[config.mk]
export PLATFORM = sky130hd
export DESIGN_NAME = stepper_motion_sequencer_flat
export DESIGN_NICKNAME = d
export VERILOG_FILES = /design/src/rtl/stepper_pkg.sv /design/src/rtl/stepper_motion_sequencer_if.sv /design/src/rtl/stepper_cmd_fifo.sv /design/src/rtl/stepper_motion_sequencer.sv /design/src/flat_wrapper.sv
export SDC_FILE = /design/constraint.sdc
export NUM_CORES = 1
export LEC_CHECK = 0
export BUFFER_PORTS_ARGS = -buffer_cell sky130_fd_sc_hd__buf_4
export CAP_MARGIN = 20
export CORE_MARGIN = 4
export CORE_UTILIZATION = 44
export CTS_BUF_LIST = sky130_fd_sc_hd__clkbuf_2
export DETAILED_ROUTE_END_ITERATION = 7
export SKIP_CTS_REPAIR_TIMING = 1
export SLEW_MARGIN = 5
export SYNTH_ARGS = -nofsm -noshare
export SYNTH_HDL_FRONTEND = slang
export SYNTH_SLANG_ARGS = --single-unit
[constraint.sdc]
create_clock -name clk -period 5.05 [get_ports clk]
set_input_delay 1.01 -clock clk [delete_from_list [all_inputs] [get_ports clk]]
set_output_delay 1.01 -clock clk [all_outputs]
set_load 0.005 [all_outputs]
[src/rtl/stepper_pkg.sv]
// Shared types and register map for the stepper motion sequencer.
package stepper_pkg;

  typedef enum logic [2:0] {
    IDLE,
    LOAD,
    SETUP,
    HIGH,
    LOW
  } state_t;

  localparam logic [1:0] ADDR_POS    = 2'd0;
  localparam logic [1:0] ADDR_HALF   = 2'd1;
  localparam logic [1:0] ADDR_CTRL   = 2'd2;
  localparam logic [1:0] ADDR_REMAIN = 2'd3;

  localparam int CTRL_ENABLE  = 0;
  localparam int CTRL_ABORT   = 1;
  localparam int CTRL_ZERO    = 2;
  localparam int CTRL_CLR_OVF = 3;

  localparam int STAT_BUSY    = 0;
  localparam int STAT_FULL    = 1;
  localparam int STAT_EMPTY   = 2;
  localparam int STAT_OVF     = 8;
  localparam int STAT_CNT_LSB = 16;

  // A programmed half period of zero still yields one-cycle phases.
  function automatic logic [31:0] eff_half(input logic [31:0] hp);
    return (hp == 32'd0) ? 32'd1 : hp;
  endfunction

endpackage

[src/rtl/stepper_motion_sequencer_if.sv]
// Host register bus (Avalon-MM style) between the HPS bridge and the sequencer.
interface stepper_motion_sequencer_if;
  logic [1:0]  address;
  logic        write;
  logic [31:0] writedata;
  logic        read;
  logic [31:0] readdata;

  modport master (output address, write, writedata, read, input readdata);
  modport slave  (input address, write, writedata, read, output readdata);
endinterface

[src/rtl/stepper_cmd_fifo.sv]
// Move queue: 32-bit synchronous FIFO with flush; head is a registered read of the RAM.
module stepper_cmd_fifo #(
  parameter int DEPTH = 4
) (
  input  logic                     clk,
  input  logic                     reset,
  input  logic                     push,
  input  logic [31:0]              push_data,
  input  logic                     pop,
  input  logic                     flush,
  output logic [31:0]              head,
  output logic                     full,
  output logic                     empty,
  output logic [$clog2(DEPTH):0]   count
);
  localparam int AW = $clog2(DEPTH);
  localparam logic [AW:0] FULL_CNT = (AW + 1)'(DEPTH);

  logic [31:0]   mem [DEPTH];
  logic [AW-1:0] wr_ptr_reg;
  logic [AW-1:0] rd_ptr_reg;
  logic [AW:0]   count_reg;
  logic [31:0]   head_reg;
  logic          do_push;
  logic          do_pop;

  assign full    = (count_reg == FULL_CNT);
  assign empty   = (count_reg == '0);
  assign count   = count_reg;
  assign head    = head_reg;
  assign do_push = push && !full && !flush;
  assign do_pop  = pop && !empty && !flush;

  // The head only needs to be valid one cycle after the pointer settles, which
  // the sequencer guarantees by spending a cycle in IDLE before every LOAD.
  always_ff @(posedge clk) begin
    if (do_push) begin
      mem[wr_ptr_reg] <= push_data;
    end
    head_reg <= mem[rd_ptr_reg];
  end

  always_ff @(posedge clk) begin
    if (!reset || flush) begin
      wr_ptr_reg <= '0;
      rd_ptr_reg <= '0;
      count_reg  <= '0;
    end else begin
      if (do_push) wr_ptr_reg <= wr_ptr_reg + AW'(1);
      if (do_pop)  rd_ptr_reg <= rd_ptr_reg + AW'(1);
      case ({do_push, do_pop})
        2'b10:   count_reg <= count_reg + (AW + 1)'(1);
        2'b01:   count_reg <= count_reg - (AW + 1)'(1);
        default: count_reg <= count_reg;
      endcase
    end
  end

endmodule

[src/rtl/stepper_motion_sequencer.sv]
// Queued relative-move controller: buffers signed moves and plays them out as step/dir trains.
module stepper_motion_sequencer
  import stepper_pkg::*;
#(
  parameter int          FIFO_DEPTH    = 4,
  parameter int          DIR_SETUP_CYC = 25,
  parameter logic [31:0] HALF_PER_RST  = 32'd2
) (
  input  logic                         clk,
  input  logic                         reset,
  stepper_motion_sequencer_if.slave    bus,
  output logic                         step,
  output logic                         dir,
  output logic                         busy
);
  localparam int          CW         = $clog2(FIFO_DEPTH) + 1;
  localparam logic [31:0] SETUP_LOAD = 32'(DIR_SETUP_CYC - 1);

  state_t        state_reg, state_next;
  logic [31:0]   cnt_reg;
  logic [31:0]   remaining_reg;
  logic [31:0]   position_reg;
  logic [31:0]   half_period_reg;
  logic [31:0]   readdata_reg;
  logic [31:0]   status;
  logic          dir_reg;
  logic          enable_reg;
  logic          overflow_reg;

  logic          wr_pos, wr_half, wr_ctrl;
  logic          abort, zero_pos, clr_ovf;
  logic          enter_setup, enter_high, enter_low;
  logic [31:0]   fifo_head;
  logic          fifo_full, fifo_empty;
  logic [CW-1:0] fifo_count;

  assign wr_pos   = bus.write && (bus.address == ADDR_POS);
  assign wr_half  = bus.write && (bus.address == ADDR_HALF);
  assign wr_ctrl  = bus.write && (bus.address == ADDR_CTRL);
  assign abort    = wr_ctrl && bus.writedata[CTRL_ABORT];
  assign zero_pos = wr_ctrl && bus.writedata[CTRL_ZERO];
  assign clr_ovf  = wr_ctrl && bus.writedata[CTRL_CLR_OVF];

  stepper_cmd_fifo #(.DEPTH(FIFO_DEPTH)) u_fifo (
    .clk       (clk),
    .reset     (reset),
    .push      (wr_pos && !abort),
    .push_data (bus.writedata),
    .pop       (state_reg == LOAD),
    .flush     (abort),
    .head      (fifo_head),
    .full      (fifo_full),
    .empty     (fifo_empty),
    .count     (fifo_count)
  );

  always_ff @(posedge clk) begin
    if (!reset) state_reg <= IDLE;
    else        state_reg <= state_next;
  end

  always_comb begin
    state_next = state_reg;
    case (state_reg)
      IDLE:  if (!fifo_empty && enable_reg && !abort) state_next = LOAD;
      LOAD:  state_next = (abort || fifo_head == 32'd0) ? IDLE : SETUP;
      SETUP: if (abort) state_next = IDLE;
             else if (cnt_reg == 32'd0) state_next = HIGH;
      HIGH:  if (cnt_reg == 32'd0) state_next = LOW;
      // Holding here with cnt at zero is the paused state.
      LOW:   if (cnt_reg == 32'd0) begin
               if (remaining_reg == 32'd0 || abort) state_next = IDLE;
               else if (enable_reg)                 state_next = HIGH;
             end
      default: state_next = IDLE;
    endcase
  end

  assign enter_setup = (state_next == SETUP) && (state_reg != SETUP);
  assign enter_high  = (state_next == HIGH)  && (state_reg != HIGH);
  assign enter_low   = (state_next == LOW)   && (state_reg != LOW);

  always_ff @(posedge clk) begin
    if (!reset) begin
      cnt_reg         <= '0;
      remaining_reg   <= '0;
      position_reg    <= '0;
      half_period_reg <= HALF_PER_RST;
      dir_reg         <= 1'b1;
      enable_reg      <= 1'b1;
      overflow_reg    <= 1'b0;
      readdata_reg    <= '0;
    end else begin
      if (wr_half) half_period_reg <= bus.writedata;
      if (wr_ctrl) enable_reg <= bus.writedata[CTRL_ENABLE];

      if (wr_pos && !abort && fifo_full) overflow_reg <= 1'b1;
      else if (clr_ovf)                  overflow_reg <= 1'b0;

      if (enter_setup)                   cnt_reg <= SETUP_LOAD;
      else if (enter_high || enter_low)  cnt_reg <= eff_half(half_period_reg) - 32'd1;
      else if (cnt_reg != 32'd0)         cnt_reg <= cnt_reg - 32'd1;

      if (state_reg == LOAD && state_next == SETUP) begin
        dir_reg       <= !fifo_head[31];
        remaining_reg <= fifo_head[31] ? (32'd0 - fifo_head) : fifo_head;
      end
      // Saturating so an abort-zeroed count is not wrapped by the pending LOW.
      if (enter_low && remaining_reg != 32'd0) remaining_reg <= remaining_reg - 32'd1;
      if (abort) remaining_reg <= '0;

      if (enter_high) position_reg <= dir_reg ? position_reg + 32'd1 : position_reg - 32'd1;
      if (zero_pos)   position_reg <= '0;

      readdata_reg <= '0;
      if (bus.read) begin
        case (bus.address)
          ADDR_POS:  readdata_reg <= position_reg;
          ADDR_HALF: readdata_reg <= half_period_reg;
          ADDR_CTRL: readdata_reg <= status;
          default:   readdata_reg <= remaining_reg;
        endcase
      end
    end
  end

  always_comb begin
    status                           = '0;
    status[STAT_BUSY]                = busy;
    status[STAT_FULL]                = fifo_full;
    status[STAT_EMPTY]               = fifo_empty;
    status[STAT_OVF]                 = overflow_reg;
    status[STAT_CNT_LSB +: 8]        = 8'(fifo_count);
  end

  assign step         = (state_reg == HIGH);
  assign dir          = dir_reg;
  assign busy         = (state_reg != IDLE) || !fifo_empty;
  assign bus.readdata = readdata_reg;

endmodule

[src/flat_wrapper.sv]
// flat-port wrapper written by rule: the top's interface ports become plain ports
module stepper_motion_sequencer_flat import stepper_pkg::*;
#(
  parameter int          FIFO_DEPTH    = 4,
  parameter int          DIR_SETUP_CYC = 25,
  parameter logic [31:0] HALF_PER_RST  = 32'd2
)
  (clk, reset, step, dir, busy, bus_address, bus_write, bus_writedata, bus_read, bus_readdata);
  stepper_motion_sequencer_if bus_i ();
  input  logic clk;
  input  logic reset;
  output logic step;
  output logic dir;
  output logic busy;
  input wire logic [$bits(bus_i.address)-1:0] bus_address;
  input wire logic [$bits(bus_i.write)-1:0] bus_write;
  input wire logic [$bits(bus_i.writedata)-1:0] bus_writedata;
  input wire logic [$bits(bus_i.read)-1:0] bus_read;
  output wire logic [$bits(bus_i.readdata)-1:0] bus_readdata;
  assign bus_i.address = bus_address;
  assign bus_i.write = bus_write;
  assign bus_i.writedata = bus_writedata;
  assign bus_i.read = bus_read;
  assign bus_readdata = bus_i.readdata;
  stepper_motion_sequencer #(.FIFO_DEPTH(FIFO_DEPTH), .DIR_SETUP_CYC(DIR_SETUP_CYC), .HALF_PER_RST(HALF_PER_RST)) u_core (.clk(clk), .reset(reset), .bus(bus_i), .step(step), .dir(dir), .busy(busy));
endmodule
Yosys cells after proc, flatten, opt, wreduce, memory -nomap -nowiden
Memory sizes are Yosys's and may differ from the RTL's. A register that Yosys moved wholly into a read port is not among the register bits.
Index checks and enable logic that the tools add are counted.
W data, S select, Z words.
{ "totals": {"regBits": 173, "ram_bits": 128, "wordCells": 111, "n_memories": 1} }
{ "classes": {"add_sub_neg": 10, "eq_ne": 15, "n_mux": 23, "bitwise_logic": 1, "reduce_logical": 48} }
{ "mem_list": {"columns": ["name", "words", "width", "read_ports", "rd_ports_with_merged_regs", "write_ports", "line", "source"], "rows": [
  ["u_core.u_fifo.mem", 4, 32, 1, 1, 1, "stepper_cmd_fifo.sv:19", "logic [31:0] mem [DEPTH];"]
]} }
{ "ops": {"columns": ["op", "n"], "rows": [
  ["$mux W32", 7],
  ["$logic_not A32 Y1", 4],
  ["$sub A32 B1 Y32 const B", 4],
  ["$pmux W32 S3", 1],
  ["$reduce_bool A32 Y1", 2],
  ["$add A32 B1 Y32 const B", 1],
  ["$sub A1 B32 Y32 const A", 1],
  ["$mux W3", 7],
  ["$logic_and A1 B1 Y1", 19],
  ["$pmux W3 S5", 1],
  ["$eq A3 B2 Y1 const B", 4],
  ["$eq A3 B3 Y1 const B", 3],
  ["$reduce_bool A2 Y1", 4],
  ["$logic_not A3 Y1", 2],
  ["$ne A3 B2 Y1 const B", 2],
  ["$pmux W3 S2", 1],
  ["$reduce_bool A3 Y1", 2],
  ["$reduce_or A2 Y1", 3],
  ["$logic_not A1 Y1", 5],
  ["$logic_or A1 B1 Y1", 5],
  ["$mux W5", 1],
  ["$add A2 B1 Y2 const B", 2],
  ["$eq A2 B1 Y1 const B", 2],
  ["$eq A2 B2 Y1 const B", 2],
  ["9 further kinds", 12]
]} }

Longest topological paths before layout
Gate-level depths: netlist (run 1).
{ "depth": {"depth_word": 12, "mapped_depth": 15} }

By module
A second synthesis (run 1) with hierarchy kept.
{ "unflattened": {"cells_unflattened": 1545, "area_unflattened_um2": 15905.3} }
{ "modules_own_cells": {"columns": ["module", "instances", "cells_per_inst", "area_each_um2", "seq_area_each_um2"], "rows": [
  ["stepper_motion_sequencer", 1, 1293, 10177.3, 3323.2],
  ["stepper_cmd_fifo", 1, 252, 5728.0, 4624.4]
]} }

Least setup slack after synthesis (run 1)
Ideal clock, no wire load.
{ "synth_path": {"path_type": "register to register", "startpoint": "register u_core.cnt_reg[5]", "endpoint": "register u_core.cnt_reg[28]", "setup_ns": 0.123, "arrival_time_ns": 3.959, "setup_slack_ns": 0.967, "path_stages_with_launch": 16, "path_cell_list": "dfxtp_1 -> or4_4 -> or3_4 -> or4_4 -> buf_6 -> or2_1 -> buf_6 -> nand2_1 -> clkbuf_1 -> buf_1 -> a21oi_1 -> ha_1 -> o211ai_2 -> nor4b_4 -> o2111ai_1 -> mux2_1"} }
{ "synth_between": {"elab_chain_cells": 8, "elab_cells_between_ends": 19, "cone_classes": "add/sub: 1; eq/ne: 3; mux: 7; reduce/logical: 8"} }
{ "synth_lines": {"columns": ["element", "line", "source"], "rows": [
  ["start: declaration", "stepper_motion_sequencer.sv:20", "logic [31:0] cnt_reg;"],
  ["start signal: assignment", "stepper_motion_sequencer.sv:101", "else if (enter_high || enter_low) cnt_reg <= eff_half(half_period_reg) - 32'd1;"],
  ["start signal: assignment", "stepper_motion_sequencer.sv:102", "else if (cnt_reg != 32'd0) cnt_reg <= cnt_reg - 32'd1;"],
  ["$logic_not A32 Y1", "stepper_motion_sequencer.sv:68, stepper_motion_sequencer.sv:69, stepper_motion_sequencer.sv:71", null],
  ["$mux W3", "stepper_motion_sequencer.sv:68", "else if (cnt_reg == 32'd0) state_next = HIGH;"],
  ["$mux W3", "stepper_motion_sequencer.sv:67", "SETUP: if (abort) state_next = IDLE;"],
  ["$pmux W3 S5", "stepper_motion_sequencer.sv:64", "case (state_reg)"],
  ["$eq A3 B2 Y1 or $eq A3 B3 Y1 (tied branches)", "stepper_motion_sequencer.sv:80, stepper_motion_sequencer.sv:81", null],
  ["$logic_and A1 B1 Y1 (on tied branches)", "stepper_motion_sequencer.sv:80, stepper_motion_sequencer.sv:81", null],
  ["$logic_or A1 B1 Y1", "stepper_motion_sequencer.sv:101", null],
  ["$mux W32 or $reduce_bool A2 Y1 (tied branches)", null, null]
]} }
Parallel ways exist; a longest one is shown, timed or not. The select of a mux whose other input is x is not followed.
A chain may end at the register's enable or synchronous reset.

Final worst setup path (run 1)
Ends and elaborated chain as after synthesis.

==> impl_metrics.csv, run 1 <==
group,metric,value,unit
min_path,hold_class,"input pin to register",
status,status,"finished clean",
timing,finalHoldViolCount,0,
clock_tree,tritoncts,"yes",
critical_path,max_stage_delay,720,ps
run,maxCapViolations,0,
floorplanning,start_util,44.5,%
logic_synthesis,yosysMostFrequentCell,"dfxtp_1",
timing,finalCritPeriodShare,85.2,%
route,routed_via_density,5.79,
timing,grt_setup_unrepaired,"no",
route,ant_nets,0,
timing,fmax,232,MHz
logic_synthesis,synth_warnings,0,
logic_synthesis,synth_edf_count,128,
pwr,p_leak,6.68,nW
finish,syn_to_final_growth,12.1,%
route,drtIter0Drc,1034,
floorplanning,row_count,69,
clock_tree,cts-root-buf,"clkbuf_2",
finish,drive_gt1_share,19.2,%
timing,min_period,4300,ps
logic_synthesis,synth_area,15800,um^2
critical_path,crit_family,"simple AND/OR/NAND/NOR gates",
critical_path,required,5890,ps
critical_path,worstPathArrival,5140,ps
clock_tree,cts_inserted_buffers,89,
clock_tree,clock_sinks,333,
critical_path,setup.worst_path.start_class,"register",
timing,fin_skew,116,ps
timing,tns,0,ps
floorplanning,die_area,39000,um^2
critical_path,cp_max_fo,7,
logic_synthesis,yosysTopAreaCell,"dfxtp_1",
finish,largest_register_ffs,128,
logic_synthesis,yosys-top-cells-area,"dfxtp_1 26%, edfxtp_1 24%, mux4_2 5.6%",
logic_synthesis,synthArstFlopShare,0,%
logic_synthesis,yosys-top-cells-count,"205 x dfxtp_1, 166 x nand2_1, 148 x a21oi_1",
global_route,overflow,0,
timing,finalMaxSlewViolations,0,
global_route,grt_use_total,23.2,%
critical_path,worstSetupEndpointType,"register",
pwr,power.density,368,nW/um^2
route,drt-total-wl,45.6,mm
logic_synthesis,synth-main-ff-cell,"dfxtp_1",
logic_synthesis,seq_area_frac_synth,50.3,%
floorplanning,die_height,198,um
critical_path,crit_type,"register to register",
floorplanning,dieWidth,198,um
timing,fin_hold_ws,199,ps
clock_tree,path_clk_slew,110,ps
critical_path,path_buf_inv,1,
route,dr.pass1.iters,5,
logic_synthesis,synth.distinct_cells,79,
logic_synthesis,netlist_instances,1540,
logic_synthesis,synth_seq_cells,333,
timing,setup_viol,0,
finish,fin_nets,1740,
clock_tree,htreeDepth,3,
global_route,grt_max_degree,44,
critical_path,path_cells,"or4_4 -> or3_4 -> nor4_2 -> nand3_1 -> and2_1 -> o21ai_0 -> inv_1 -> ha_1 -> o211ai_2 -> nor4b_4 -> o2111ai_1 -> mux2_1",
finish,top_register,"u_core.u_fifo.mem",
clock_tree,clock_path_buffers,3,
global_route,grt_pass1_vias,12500,
route,routedWlPerCell,20.8,um
global_route,grt_pass1_wl,70.6,mm
clock_tree,clock_latency,1030,ps
placed_design,portBuffers,72,
logic_synthesis,yosysTopAreaCellShare,26.0,%
route,drcViolationCount,0,
timing,max-slew-margin-rel,23.0,%
route,num_vias,12700,
timing,worst_slew_pin_slew,1150,ps
placed_design,dp_hpwl,31.7,mm
logic_synthesis,syn_avg_cell_area,10.3,um^2
pwr,ir_drop,213,uV
placed_design,place.gp.congestion,0.948,
logic_synthesis,synthesis.nets,1618,
global_route,antenna_found_initial,1,
floorplanning,io_pins,73,
floorplanning,core,35500,um^2
critical_path,slowest_stage,"nor4_2",
==> layout by cell type, fill, tap and decap left out, types with 6 or more instances in the layout <==
cell type  count
a31oi_1       16
mux2i_1        9
mux2_2        24
o31ai_1       10
o21a_1        10
nor2b_1       20
a211oi_1      14
or3_1         22
mux4_2        39
inv_1         25
a21oi_1      148
ha_1          38
and2_1        12
edfxtp_1     128
nor3_1        40
a21o_1        20
o22ai_1        8
nand2b_1      12
xor2_1        25
nor2_1       143
nand4_1        9
xnor2_1       44
and3_1        13
or4_1         17
nand3_1       28
nand2_1      166
a22oi_1       26
nor4_1        23
buf_4        102
o21ai_0       59
dfxtp_1      204
o41ai_1        6
clkbuf_2     128
o211ai_1       8
clkinv_1      25
==> kinds of logic (layout without fill, tap and decap cells) <==
group           after synthesis  in the layout  synth area share [%]
compound gates              386            386                  15.5
mux                          76             76                  8.15
simple gates                539            539                  16.6
other cells                   0              1                     0
xor+xnor                     69             69                  3.82
fa+ha+maj                    40             40                  3.26
buf+inv                      97            293                  2.41
flops                       333            333                  50.3
==> worst paths after layout <==
check | startpoint | slack, ps | end | depth (start not counted)
hold reg to reg | u_core.u_fifo.mem[1][23] | 480 | u_core.u_fifo.head[23] | 1
setup / recovery | u_core.cnt_reg[5] | 750 | u_core.cnt_reg[28] | 12
hold / removal | bus_writedata[14] | 200 | u_core.u_fifo.mem[1][14] | 1
setup reg to reg | u_core.cnt_reg[5] | 750 | u_core.cnt_reg[28] | 12
==> power breakdown <==
group,internal [mW],switching [mW],total (mW)
sequential,2.94,0.159,3.10
combinational,0.633,0.947,1.58
clock,0.696,1.16,1.85
==> metal layers <==
metal / track usage, % / vias to the layer above / part of all wire, %
met1: 30.9 / 6194 / 44
li1: - / 6040 / -
met4: 7.86 / 0 / 2.5
met3: 5.34 / 78 / 6.5
met2: 37.7 / 418 / 47
met5: 0 / - / 0
==> area by class of cell <==
class | count | area (um^2)
Fill cell | 3359 | 17800
Sequential cell | 333 | 7950
Inverter | 25 | 93.8
Tap cell | 461 | 577
Clock inverter | 37 | 163
Timing Repair Buffer | 103 | 793
Multi-Input combinational cell | 1110 | 7500
Clock buffer | 128 | 641
Antenna cell | 1 | 2.50
==> through the flow <==
step	cell area (um^2)	power, mW	setup slack (ps)	util, %	std cells
floorplan	15800	4.28	967	-	1540
global placement	16900	4.69	976	47.6	2031
detailed placement	16900	4.70	889	47.6	2031
CTS	17700	6.57	839	49.8	2196
global route	17700	6.93	469	49.9	2198
finish	17700	6.53	749	49.9	2198
==> worst reg2reg max path, delay by kind of cell (launching register included) <==
kind            cells  cell delay (ps)
simple gates        6             2390
fa+ha+maj           1              260
mux                 1              340
flops               1              360
buf+inv             1               90
compound gates      3              680
(Power assumes the default switching activity.)
==> inputs of run 2 (changes only) <==
==> constraint.sdc (replaced) <==
create_clock -name clk -period 5.05 [get_ports clk]
set_input_delay 0.7575 -clock clk [delete_from_list [all_inputs] [get_ports clk]]
set_output_delay 0.7575 -clock clk [all_outputs]
set_load 0.005 [all_outputs]
==> impl_metrics.csv, run 2 (synthesized netlist as in run 1, its figures left out) <==
group,metric,value,unit
status,status,"finished clean",
critical_path,required,5870,ps
finish,top_register,"u_core.u_fifo.mem",
global_route,grt_pass1_wl,70.4,mm
route,num_vias,12900,
timing,fin_skew,106,ps
finish,drive_gt1_share,19.1,%
critical_path,worstPathArrival,5240,ps
timing,fin_ws,635,ps
placed_design,dp_hpwl,31.8,mm
critical_path,path_cells,"or4_4 -> or3_4 -> nor4_2 -> nand3_1 -> and2_1 -> o21ai_0 -> inv_1 -> ha_1 -> o211ai_2 -> nor4b_4 -> o2111ai_1 -> mux2_1",
clock_tree,clock_latency,1020,ps
placed_design,pre_cts_slack,803,ps
finish,fin_nets,1770,
clock_tree,clock_path_buffers,3,
placed_design,place.gp.congestion,0.961,
finish,largest_register_ffs,128,
clock_tree,path_clk_slew,100,ps
timing,tns,0,ps
route,routed_via_density,5.80,
route,drtIter0Drc,978,
clock_tree,clock_sinks,333,
global_route,grt_max_degree,45,
clock_tree,cts-root-buf,"clkbuf_2",
floorplanning,die_area,39000,um^2
timing,setup_viol,0,
floorplanning,die_height,198,um
global_route,grt_use_total,23.1,%
timing,finalHoldViolCount,0,
route,drt-total-wl,45.9,mm
floorplanning,dieWidth,198,um
route,dr.pass1.iters,8,
timing,max-slew-margin-rel,34.1,%
floorplanning,core,35500,um^2
clock_tree,cts_inserted_buffers,88,
finish,layout_commonest_cell,"dfxtp_1",
critical_path,cp_max_fo,7,
floorplanning,start_util,44.5,%
route,routedWlPerCell,20.6,um
timing,grt_setup_unrepaired,"no",
finish,syn_to_final_growth,14.2,%
critical_path,crit_type,"register to register",
min_path,hold_class,"input pin to register",
critical_path,max_stage_delay,750,ps
pwr,p_leak,6.82,nW
critical_path,slowest_stage,"nor4_2",
run,maxCapViolations,0,
timing,worst_slew_pin_slew,987,ps
placed_design,portBuffers,72,
floorplanning,row_count,69,
global_route,antenna_found_initial,2,
timing,min_period,4420,ps
timing,fmax,227,MHz
critical_path,worstSetupEndpointType,"register",
floorplanning,io_pins,73,
pwr,ir_drop,297,uV
route,ant_nets,0,
critical_path,setup.worst_path.start_class,"register",
global_route,grt_pass1_vias,12500,
clock_tree,htreeDepth,3,
timing,finalMaxSlewViolations,0,
timing,fin_hold_ws,287,ps
clock_tree,tritoncts,"yes",
finish,final_cell_mix,"204 x dfxtp_1, 166 x nand2_1, 148 x a21oi_1, 143 x nor2_1, 131 x clkbuf_2",
timing,finalCritPeriodShare,87.4,%
pwr,power.density,365,nW/um^2
global_route,overflow,0,
route,drcViolationCount,0,
-- run 2: worst max-delay path, delay by kind of cell (launching register included) --
kind / cells / cell delay (ps)
adder cells (fa/ha/maj): 1 / 270
flip-flops: 1 / 360
AND/OR/NAND/NOR: 6 / 2480
AO/OA/AOI/OAI: 3 / 690
multiplexers: 1 / 340
buffers and inverters: 1 / 80
-- run 2: path summary, 6_finish.rpt --
path	cells after the start	end	start	slack (ps)
worst max-delay path	12	u_core.cnt_reg[28]	u_core.cnt_reg[5]	630
worst min-delay path	3	u_core.bus.readdata[26]	bus_read	290
worst max register to register	12	u_core.cnt_reg[28]	u_core.cnt_reg[5]	630
worst min register to register	2	u_core.position_reg[5]	u_core.position_reg[5]	480
-- run 2: layout make-up --
class | instances | area (um^2)
timing repair buffer | 134 | 1110
clock inverter | 30 | 165
sequential | 333 | 7950
fill | 3279 | 17400
inverter | 25 | 93.8
clock buffer | 131 | 656
antenna | 3 | 7.51
multi-input combinational | 1110 | 7500
tap | 461 | 577
-- run 2: stage by stage --
step	util [%]	cells	total power, mW	instance area [um^2]
floorplan	-	1540	4.28	15800
detailed placement	47.5	2029	4.69	16900
finish	50.9	2227	6.59	18100
global route	50.9	2226	7.00	18100
global placement	47.5	2028	4.68	16900
CTS	49.9	2190	6.61	17700
-- run 2: power by group --
part           switching, mW  internal (mW)  total, mW
Sequential             0.164           2.94       3.10
Combinational          0.954          0.643       1.60
Clock                   1.14          0.755       1.89
Total                   2.26           4.34       6.59
-- run 2: per-layer routing --
metal	track usage, %	vias to the layer above	part of all wire, %
li1	-	6097	-
met1	30.5	6265	43
met2	36.9	464	46
met3	5.56	96	6.5
met4	9.31	0	3.6
met5	0	-	0
